### config.mk
export PLATFORM = sky130hd
export DESIGN_NAME = rtc_sequencer_flat
export DESIGN_NICKNAME = d
export VERILOG_FILES = /design/src/rtl/rtc_sequencer_if.sv /design/src/rtl/rtc_sequencer.sv /design/src/flat_wrapper.sv
export SDC_FILE = /design/constraint.sdc
export NUM_CORES = 1
export LEC_CHECK = 0
export BUFFER_PORTS_ARGS = -buffer_cell sky130_fd_sc_hd__clkbuf_2
export CAP_MARGIN = 20
export CORE_MARGIN = 4
export CORE_UTILIZATION = 50
export CTS_CLUSTER_SIZE = 20
export DETAILED_ROUTE_END_ITERATION = 7
export PLACE_DENSITY = 0.75
export RECOVER_POWER = 100
export SKIP_LAST_GASP = 1
export SLEW_MARGIN = 20
export SYNTH_ARGS = -nofsm -noshare
export SYNTH_HDL_FRONTEND = slang
export SYNTH_SLANG_ARGS = --single-unit
export TNS_END_PERCENT = 10
### constraint.sdc
create_clock -name clk -period 3.6 [get_ports clk]
set_input_delay 0.72 -clock clk [delete_from_list [all_inputs] [get_ports clk]]
set_output_delay 0.72 -clock clk [all_outputs]
set_load 0.02 [all_outputs]
### src/rtl/rtc_sequencer_if.sv
// rtl/rtc_sequencer_if.sv - request, bus-cycle and shadow-register signals of the RTC sequencer
interface rtc_sequencer_if;
  logic       scan_req;
  logic       wr_req;
  logic [7:0] wr_addr;
  logic [7:0] wr_data;
  logic       send_add;
  logic       send_data;
  logic       read_data;
  logic [7:0] ad_in;
  logic       do_it;
  logic       w_r;
  logic [7:0] ad_out;
  logic       ad_oe;
  logic [7:0] sec;
  logic [7:0] min;
  logic [7:0] hour;
  logic [7:0] day;
  logic [7:0] month;
  logic [7:0] year;
  logic       scan_done;
  logic       wr_ack;
  logic       wr_pend;
  logic       busy;

  modport master (
    input  scan_req, wr_req, wr_addr, wr_data, send_add, send_data, read_data, ad_in,
    output do_it, w_r, ad_out, ad_oe, sec, min, hour, day, month, year,
    output scan_done, wr_ack, wr_pend, busy
  );

  modport slave (
    output scan_req, wr_req, wr_addr, wr_data, send_add, send_data, read_data, ad_in,
    input  do_it, w_r, ad_out, ad_oe, sec, min, hour, day, month, year,
    input  scan_done, wr_ack, wr_pend, busy
  );
endinterface

### src/rtl/rtc_sequencer.sv
// rtl/rtc_sequencer.sv - scans six RTC time/date registers into shadows and runs single writes
module rtc_sequencer #(
  parameter int         TXN_CYCLES = 36,
  parameter logic [7:0] BASE_ADDR  = 8'h21
) (
  input  logic              clk,
  input  logic              reset,
  rtc_sequencer_if.master   bus
);
  localparam int            CW       = $clog2(TXN_CYCLES);
  localparam logic [CW-1:0] CNT_LOAD = CW'(TXN_CYCLES - 1);

  typedef enum logic [1:0] {IDLE, ISSUE, WAIT} state_t;

  state_t        state_q, state_d;
  logic          scan_pend_q, scan_pend_d;
  logic          wr_pend_q, wr_pend_d;
  logic [7:0]    wr_addr_q, wr_addr_d;
  logic [7:0]    wr_data_q, wr_data_d;
  logic [2:0]    idx_q, idx_d;
  logic [CW-1:0] cnt_q, cnt_d;
  logic          w_r_q, w_r_d;
  logic [7:0]    addr_q, addr_d;
  logic [7:0]    cap_q, cap_d;
  logic [7:0]    shadow_q [6];
  logic [7:0]    shadow_d [6];
  logic          do_it, scan_done, wr_ack;
  logic [7:0]    ad_out;
  logic          ad_oe;

  always_ff @(posedge clk or negedge reset) begin
    if (!reset) begin
      state_q     <= IDLE;
      scan_pend_q <= 1'b0;
      wr_pend_q   <= 1'b0;
      wr_addr_q   <= '0;
      wr_data_q   <= '0;
      idx_q       <= '0;
      cnt_q       <= '0;
      w_r_q       <= 1'b0;
      addr_q      <= '0;
      cap_q       <= '0;
      for (int i = 0; i < 6; i++) shadow_q[i] <= '0;
    end else begin
      state_q     <= state_d;
      scan_pend_q <= scan_pend_d;
      wr_pend_q   <= wr_pend_d;
      wr_addr_q   <= wr_addr_d;
      wr_data_q   <= wr_data_d;
      idx_q       <= idx_d;
      cnt_q       <= cnt_d;
      w_r_q       <= w_r_d;
      addr_q      <= addr_d;
      cap_q       <= cap_d;
      for (int i = 0; i < 6; i++) shadow_q[i] <= shadow_d[i];
    end
  end

  always_comb begin
    state_d     = state_q;
    scan_pend_d = scan_pend_q;
    wr_pend_d   = wr_pend_q;
    wr_addr_d   = wr_addr_q;
    wr_data_d   = wr_data_q;
    idx_d       = idx_q;
    cnt_d       = cnt_q;
    w_r_d       = w_r_q;
    addr_d      = addr_q;
    cap_d       = cap_q;
    shadow_d    = shadow_q;
    do_it       = 1'b0;
    scan_done   = 1'b0;
    wr_ack      = 1'b0;

    case (state_q)
      IDLE: begin
        if (wr_pend_q) begin
          w_r_d   = 1'b1;
          addr_d  = wr_addr_q;
          state_d = ISSUE;
        end else if (scan_pend_q) begin
          scan_pend_d = 1'b0;
          idx_d       = '0;
          w_r_d       = 1'b0;
          addr_d      = BASE_ADDR;
          state_d     = ISSUE;
        end
      end
      ISSUE: begin
        do_it   = 1'b1;
        cnt_d   = CNT_LOAD;
        state_d = WAIT;
      end
      WAIT: begin
        if (!w_r_q && bus.read_data) cap_d = bus.ad_in;
        if (cnt_q != '0) begin
          cnt_d = cnt_q - 1'b1;
        end else if (!w_r_q) begin
          shadow_d[idx_q] = cap_q;
          if (idx_q == 3'd5) begin
            scan_done = 1'b1;
            state_d   = IDLE;
          end else begin
            idx_d   = idx_q + 3'd1;
            addr_d  = BASE_ADDR + 8'(idx_q) + 8'd1;
            state_d = ISSUE;
          end
        end else begin
          wr_ack    = 1'b1;
          wr_pend_d = 1'b0;
          state_d   = IDLE;
        end
      end
      default: state_d = IDLE;
    endcase

    // Request latching comes last so a new scan request is never lost to the IDLE clear
    if (bus.scan_req) scan_pend_d = 1'b1;
    if (bus.wr_req && !wr_pend_q) begin
      wr_pend_d = 1'b1;
      wr_addr_d = bus.wr_addr;
      wr_data_d = bus.wr_data;
    end
  end

  always_comb begin
    ad_out = '0;
    ad_oe  = 1'b0;
    if (bus.send_add) begin
      ad_out = addr_q;
      ad_oe  = 1'b1;
    end else if (bus.send_data && w_r_q) begin
      ad_out = wr_data_q;
      ad_oe  = 1'b1;
    end
  end

  assign bus.do_it     = do_it;
  assign bus.w_r       = w_r_q;
  assign bus.ad_out    = ad_out;
  assign bus.ad_oe     = ad_oe;
  assign bus.sec       = shadow_q[0];
  assign bus.min       = shadow_q[1];
  assign bus.hour      = shadow_q[2];
  assign bus.day       = shadow_q[3];
  assign bus.month     = shadow_q[4];
  assign bus.year      = shadow_q[5];
  assign bus.scan_done = scan_done;
  assign bus.wr_ack    = wr_ack;
  assign bus.wr_pend   = wr_pend_q;
  assign bus.busy      = (state_q != IDLE);
endmodule

### src/flat_wrapper.sv
// flat-port wrapper written by rule: the top's interface ports become plain ports
module rtc_sequencer_flat 
#(
  parameter int         TXN_CYCLES = 36,
  parameter logic [7:0] BASE_ADDR  = 8'h21
)
  (clk, reset, bus_scan_req, bus_wr_req, bus_wr_addr, bus_wr_data, bus_send_add, bus_send_data, bus_read_data, bus_ad_in, bus_do_it, bus_w_r, bus_ad_out, bus_ad_oe, bus_sec, bus_min, bus_hour, bus_day, bus_month, bus_year, bus_scan_done, bus_wr_ack, bus_wr_pend, bus_busy);
  rtc_sequencer_if bus_i ();
  input  logic clk;
  input  logic reset;
  input wire logic [$bits(bus_i.scan_req)-1:0] bus_scan_req;
  input wire logic [$bits(bus_i.wr_req)-1:0] bus_wr_req;
  input wire logic [$bits(bus_i.wr_addr)-1:0] bus_wr_addr;
  input wire logic [$bits(bus_i.wr_data)-1:0] bus_wr_data;
  input wire logic [$bits(bus_i.send_add)-1:0] bus_send_add;
  input wire logic [$bits(bus_i.send_data)-1:0] bus_send_data;
  input wire logic [$bits(bus_i.read_data)-1:0] bus_read_data;
  input wire logic [$bits(bus_i.ad_in)-1:0] bus_ad_in;
  output wire logic [$bits(bus_i.do_it)-1:0] bus_do_it;
  output wire logic [$bits(bus_i.w_r)-1:0] bus_w_r;
  output wire logic [$bits(bus_i.ad_out)-1:0] bus_ad_out;
  output wire logic [$bits(bus_i.ad_oe)-1:0] bus_ad_oe;
  output wire logic [$bits(bus_i.sec)-1:0] bus_sec;
  output wire logic [$bits(bus_i.min)-1:0] bus_min;
  output wire logic [$bits(bus_i.hour)-1:0] bus_hour;
  output wire logic [$bits(bus_i.day)-1:0] bus_day;
  output wire logic [$bits(bus_i.month)-1:0] bus_month;
  output wire logic [$bits(bus_i.year)-1:0] bus_year;
  output wire logic [$bits(bus_i.scan_done)-1:0] bus_scan_done;
  output wire logic [$bits(bus_i.wr_ack)-1:0] bus_wr_ack;
  output wire logic [$bits(bus_i.wr_pend)-1:0] bus_wr_pend;
  output wire logic [$bits(bus_i.busy)-1:0] bus_busy;
  assign bus_i.scan_req = bus_scan_req;
  assign bus_i.wr_req = bus_wr_req;
  assign bus_i.wr_addr = bus_wr_addr;
  assign bus_i.wr_data = bus_wr_data;
  assign bus_i.send_add = bus_send_add;
  assign bus_i.send_data = bus_send_data;
  assign bus_i.read_data = bus_read_data;
  assign bus_i.ad_in = bus_ad_in;
  assign bus_do_it = bus_i.do_it;
  assign bus_w_r = bus_i.w_r;
  assign bus_ad_out = bus_i.ad_out;
  assign bus_ad_oe = bus_i.ad_oe;
  assign bus_sec = bus_i.sec;
  assign bus_min = bus_i.min;
  assign bus_hour = bus_i.hour;
  assign bus_day = bus_i.day;
  assign bus_month = bus_i.month;
  assign bus_year = bus_i.year;
  assign bus_scan_done = bus_i.scan_done;
  assign bus_wr_ack = bus_i.wr_ack;
  assign bus_wr_pend = bus_i.wr_pend;
  assign bus_busy = bus_i.busy;
  rtc_sequencer #(.TXN_CYCLES(TXN_CYCLES), .BASE_ADDR(BASE_ADDR)) u_core (.clk(clk), .reset(reset), .bus(bus_i));
endmodule
**After elaboration in Yosys (flattened, before gate mapping)**

Index checks and enable logic that the tools add are counted.
Widths: inputs -> output; s select.

- Equal/unequal tests: 12
- Div/mod/pow operators: 0
- Shift operators: 0
- Bitwise operators: 3
- Multiplexer cells: 44
- $add $sub $neg: 4
- $lt $le $gt $ge: 2
- Reduce and logical (&&, ||, !) cells: 24
- Multipliers: 0

Operator list:

| cell | number |
|---|---|
| $mux 8 | 8 |
| $bwmux 48 | 1 |
| $demux 8 s3 | 1 |
| $mux 1 | 21 |
| $pmux 8 s2 | 1 |
| $mux 3 | 5 |
| $reduce_bool 2->1 | 7 |
| $ne 2x2->1 const B | 6 |
| $pmux 6 s2 | 1 |
| $reduce_and 2->1 | 5 |
| $add 8x1->8 const B | 1 |
| $add 6x3->7 const A | 1 |
| $mux 2 | 3 |
| $mux 6 | 1 |
| $pmux 2 s3 | 1 |
| $pmux 3 s2 | 1 |
| $reduce_and 3->1 | 2 |
| $reduce_and 6->1 | 1 |
| $reduce_bool 6->1 | 1 |
| $sub 6x1->6 const B | 1 |
| $reduce_and 5->1 | 1 |
| $ge 4x4->1 const B | 1 |
| $logic_and 1x1->1 | 4 |
| $lt 4x1->1 const B | 1 |
| other kinds (10) | 13 |

- Input port bits: 31
- RAM bits: 0
- Logic and storage cells: 105
- Bits in registers: 94
- Bits in latches: 0
- ROM bits: 0
- Memories kept: 0
- Output and inout port bits: 63

**Logic depth before layout (Yosys ltp)**

- Depth after elaboration: 6
- Gate-level depth with buffers: 8
- Mapped depth without buffers: 6

**Worst setup path before layout**

No wires, ideal clock.

- Path type: flip-flop to output port
- Start: reg u_core.cnt_q[0]
- End: out bus_scan_done
- Required time: 2.880 ns
- Data arrival time: 2.097 ns
- Slack: 0.783 ns
- Buffers on the path: 1
- Cell stages (with the launch flop): 7
- Cell sequence: dfrtp_1 > inv_1 > ha_1 > or4b_1 > buf_2 > or3_4 > nor3_1

- Cells in the longest elaborated chain, start to end: 3

Ends and longest elaborated chain:

| element | RTL line | text |
|---|---|---|
| start, declared | rtc_sequencer.sv:21 | `logic [CW-1:0] cnt_q, cnt_d;` |
| start signal, assigned | rtc_sequencer.sv:51 | `cnt_q <= cnt_d;` |
| $reduce_bool 6->1 | rtc_sequencer.sv:96 | `if (cnt_q != '0) begin` |
| $mux 1 | rtc_sequencer.sv:96 |  |
| $mux 1 | rtc_sequencer.sv:75 | `case (state_q)` |
| end, declared | flat_wrapper.sv:29 | `output wire logic [$bits(bus_i.scan_done)-1:0] bus_scan_done;` |

Every way passes these cells.

**Final worst setup path**

Same ends and word-level chain as after synthesis.

==> flow_metrics.py <==
metrics = {
    "floorplanning": {
        "die_x_um": 98.6,
        "die-area_sq_um": 9720,
        "die_y_um": 98.6,
        "core_area_sq_um": 7850,
        "pin_count": 94,
        "start_util": 0.523,
        "rows": 32,
    },
    "worst_setup_path": {
        "max_stage_delay_ns": 0.58,
        "path_max_fanout": 8,
        "rrSetupSlack_ns": 0.60,
        "cp.arrival_ns": 2.56,
        "cp-start-kind": "flop",
        "crit_chain": "inv_1, ha_1, or4b_1, or3_1, nor3_1, clkbuf_1",
        "path_class": "flop to primary output",
        "required_ns": 2.88,
        "end_kind": "primary output",
        "slowest_stage": "or4b_1",
    },
    "flow_run": {
        "maxCapViolCount": 1,
    },
    "hold_path": {
        "min-delay-path-class": "flop to flop",
    },
    "detailed_routing": {
        "num_vias": 2677,
        "first_pass_iters": 4,
        "drc": 0,
        "routed_wl_um": 8690,
        "drt_iter0_drc": 108,
        "via_per_inst": 5.31,
        "wl_per_cell_um": 17.2,
        "ant_nets": 0,
    },
    "placement": {
        "io_buffers": 93,
        "place_congestion": 0.799,
        "dpl.hpwl_um": 6180,
        "place_area_sq_um": 4640,
    },
    "synth": {
        "ys_seq_area_frac": 0.573,
        "avgSynthCellArea_sq_um": 13.3,
        "synth_fp_nets": 343,
        "syn_area_sq_um": 4110,
        "ys_types": 44,
        "yosysWarnings": 0,
        "synth_edf_count": 0,
        "async_reset_ff_frac": 1.00,
        "netlist_instances": 308,
        "synthFlopType": "dfrtp_1",
        "synth_seq_cells": 94,
    },
    "cts": {
        "cts_tree": "done",
        "cts_root_buf": "clkbuf_8",
        "post_cts_resized": 0,
        "h-tree-depth": 3,
        "cts_setup_buffers": 0,
        "cts_max_path_buffers": 2,
        "cts.clk_slew.worst_paths_ns": 0.10,
        "cts_hold_buf": 0,
        "cts_buffers": 9,
        "cts_sinks": 94,
        "worstSkewPairLatency_ns": 0.36,
    },
    "pwr": {
        "comb_power_share": 0.273,
        "seqPwrFrac": 0.503,
        "power.leakage_nw": 2.20,
        "power_mw": 3.08,
        "p_int_mw": 1.97,
        "ir_drop_v": 0.000371,
        "power_per_cell_area_nw_per_um2": 654,
        "p_sw_frac": 0.360,
        "clkPwrFrac": 0.224,
        "p_sw_mw": 1.11,
    },
    "layout": {
        "drive_above_1_share": 0.301,
        "nets": 432,
        "diodes": 0,
        "stdcell_area_sq_um": 4700,
        "area_growth_pct": 14.6,
    },
    "timing": {
        "hold_viol": 0,
        "relSlewSlack": -0.0411,
        "worst_pin_slew_ns": 1.56,
        "drv_slew": 9,
        "fin_crit_sh": 0.912,
        "setup_tns_ns": 0,
        "rsz0062_at_grt": "no",
        "skew_ns": 0.0153,
        "fmax_ghz": 0.304,
        "fin_crit_ns": 3.28,
        "setup_violations": 0,
    },
    "grt": {
        "gr-total-overflow": 0,
        "antenna_found_initial": 0,
        "grt_max_degree": 35,
        "grt_use_total": 0.184,
        "grt_pass1_vias": 2799,
        "grt_pass1_wl_um": 14200,
    },
    "run_status": {
        "status": "complete, but fails checks",
        "violations": "capacitance limit, slew limit",
    },
}
## power by group through the flow
stage	Sequential [mW]	Combinational, mW	Clock, mW
4_1_cts	1.55	0.875	0.706
5_1_grt	1.59	0.940	0.748
3_3_place_gp	1.55	0.844	0
2_1_floorplan	1.48	0.703	0
3_5_place_dp	1.57	0.868	0
6_report	1.55	0.840	0.689
## cell type report
type / count / area [sq um]
Fill cell: 691 / 3140
Sequential cell: 94 / 2350
Multi-Input combinational cell: 186 / 1590
Timing Repair Buffer: 96 / 399
Tap cell: 102 / 128
Clock buffer: 9 / 124
Clock inverter: 7 / 75.1
Inverter: 10 / 37.5
## worst max-delay path, delay by kind of cell, from the launching register on
kind / cells / cell delay [ns]
flops: 1 / 0.42
buf+inv: 2 / 0.35
fa+ha+maj: 1 / 0.19
simple gates: 3 / 1.26
## routing by layer
metal	vias to the layer above	routed length (um)	share of wire	track usage
met5	-	0	0	0
met4	0	80	0.0092	0.0557
met2	64	4280	0.49	0.290
li1	1279	-	-	-
met3	7	419	0.048	0.0495
met1	1327	3910	0.45	0.251
## logic make-up after synthesis
group                      Yosys count  share of synthesized area
AOI/OAI and AO/OA                   28                     0.0475
xor gates and xnor gates             4                    0.00854
adders and majority gates            4                     0.0122
buffers and inverters               28                     0.0290
DFF                                 94                      0.573
muxes                               89                      0.248
and+or+nand+nor                     61                     0.0814
## path summary, 6_finish.rpt
path                                   start            endpoint  cells after the start
setup / recovery             u_core.cnt_q[0]       bus_scan_done                      6
min in group asynchronous              reset  u_core.bus.hour[3]                      1
max in group asynchronous              reset  u_core.bus.year[2]                      2
setup reg to reg             u_core.cnt_q[0]  u_core.bus.hour[1]                      6
hold reg to reg            u_core.bus.day[5]   u_core.bus.day[5]                      1
hold / removal             u_core.bus.day[5]   u_core.bus.day[5]                      1
## cells in the mapped netlist, types with 2 or more instances
cell type  instances  area, sq um
nand4_1            2         12.5
o22ai_1            2         12.5
a32o_1             2         20.0
a32oi_1            2         17.5
xnor2_1            2         17.5
inv_1             10         37.5
a21o_1             2         15.0
dfrtp_1           94         2350
buf_2              5         25.0
nor3b_1            2         15.0
xor2_1             2         17.5
ha_1               4         50.1
nand2_1           14         52.6
clkbuf_1          12         45.0
nand2b_1           3         18.8
o21ai_0            9         45.0
nor3_1             3         15.0
a31oi_1            2         12.5
nor2_1            17         63.8
mux2_4             8          120
mux2_2            71          800
nand3_1            5         25.0
or3_1              3         18.8
and4_1             2         17.5
mux2i_1           10          100
and3_1             2         12.5
## stage by stage
step / hold WS, ns / worst slack, ns / util / std cells
3_5_place_dp: 0.492 / 0.677 / 0.592 / 488
2_1_floorplan: 0.424 / 0.783 / - / 308
6_report: 0.513 / 0.316 / 0.599 / 504
5_1_grt: 0.522 / 0.180 / 0.599 / 504
4_1_cts: 0.257 / 0.352 / 0.617 / 504
3_3_place_gp: 0.489 / 0.779 / 0.592 / 488
## registers in the layout (all words and copies together) (netlist names)
name                cells
u_core.bus.month        8
u_core.cnt_q            6
u_core.bus.w_r          1
u_core.bus.sec          8
u_core.idx_q            3
u_core.addr_q           8
u_core.scan_pend_q      1
u_core.cap_q            8
u_core.wr_data_q        8
u_core.bus.min          8
u_core.bus.hour         8
u_core.bus.year         8
u_core.bus.wr_pend      1
u_core.wr_addr_q        8
u_core.state_q          2
u_core.bus.day          8
## placed cells by master, fill, tap and decap left out, types with 3 or more instances in the layout
| cell type | instances |
|---|---|
| dfrtp_1 | 94 |
| mux2_2 | 71 |
| clkbuf_1 | 65 |
| clkbuf_2 | 31 |
| nor2_1 | 17 |
| nand2_1 | 14 |
| inv_1 | 10 |
| mux2i_1 | 10 |
| o21ai_0 | 9 |
| clkbuf_8 | 9 |
| mux2_1 | 8 |
| nand3_1 | 5 |
| or3_1 | 4 |
| ha_1 | 4 |
| nand2b_1 | 3 |
| nor3_1 | 3 |
| nor3b_1 | 3 |
| inv_8 | 3 |
Note: power is estimated with default switching activity, not from simulation.
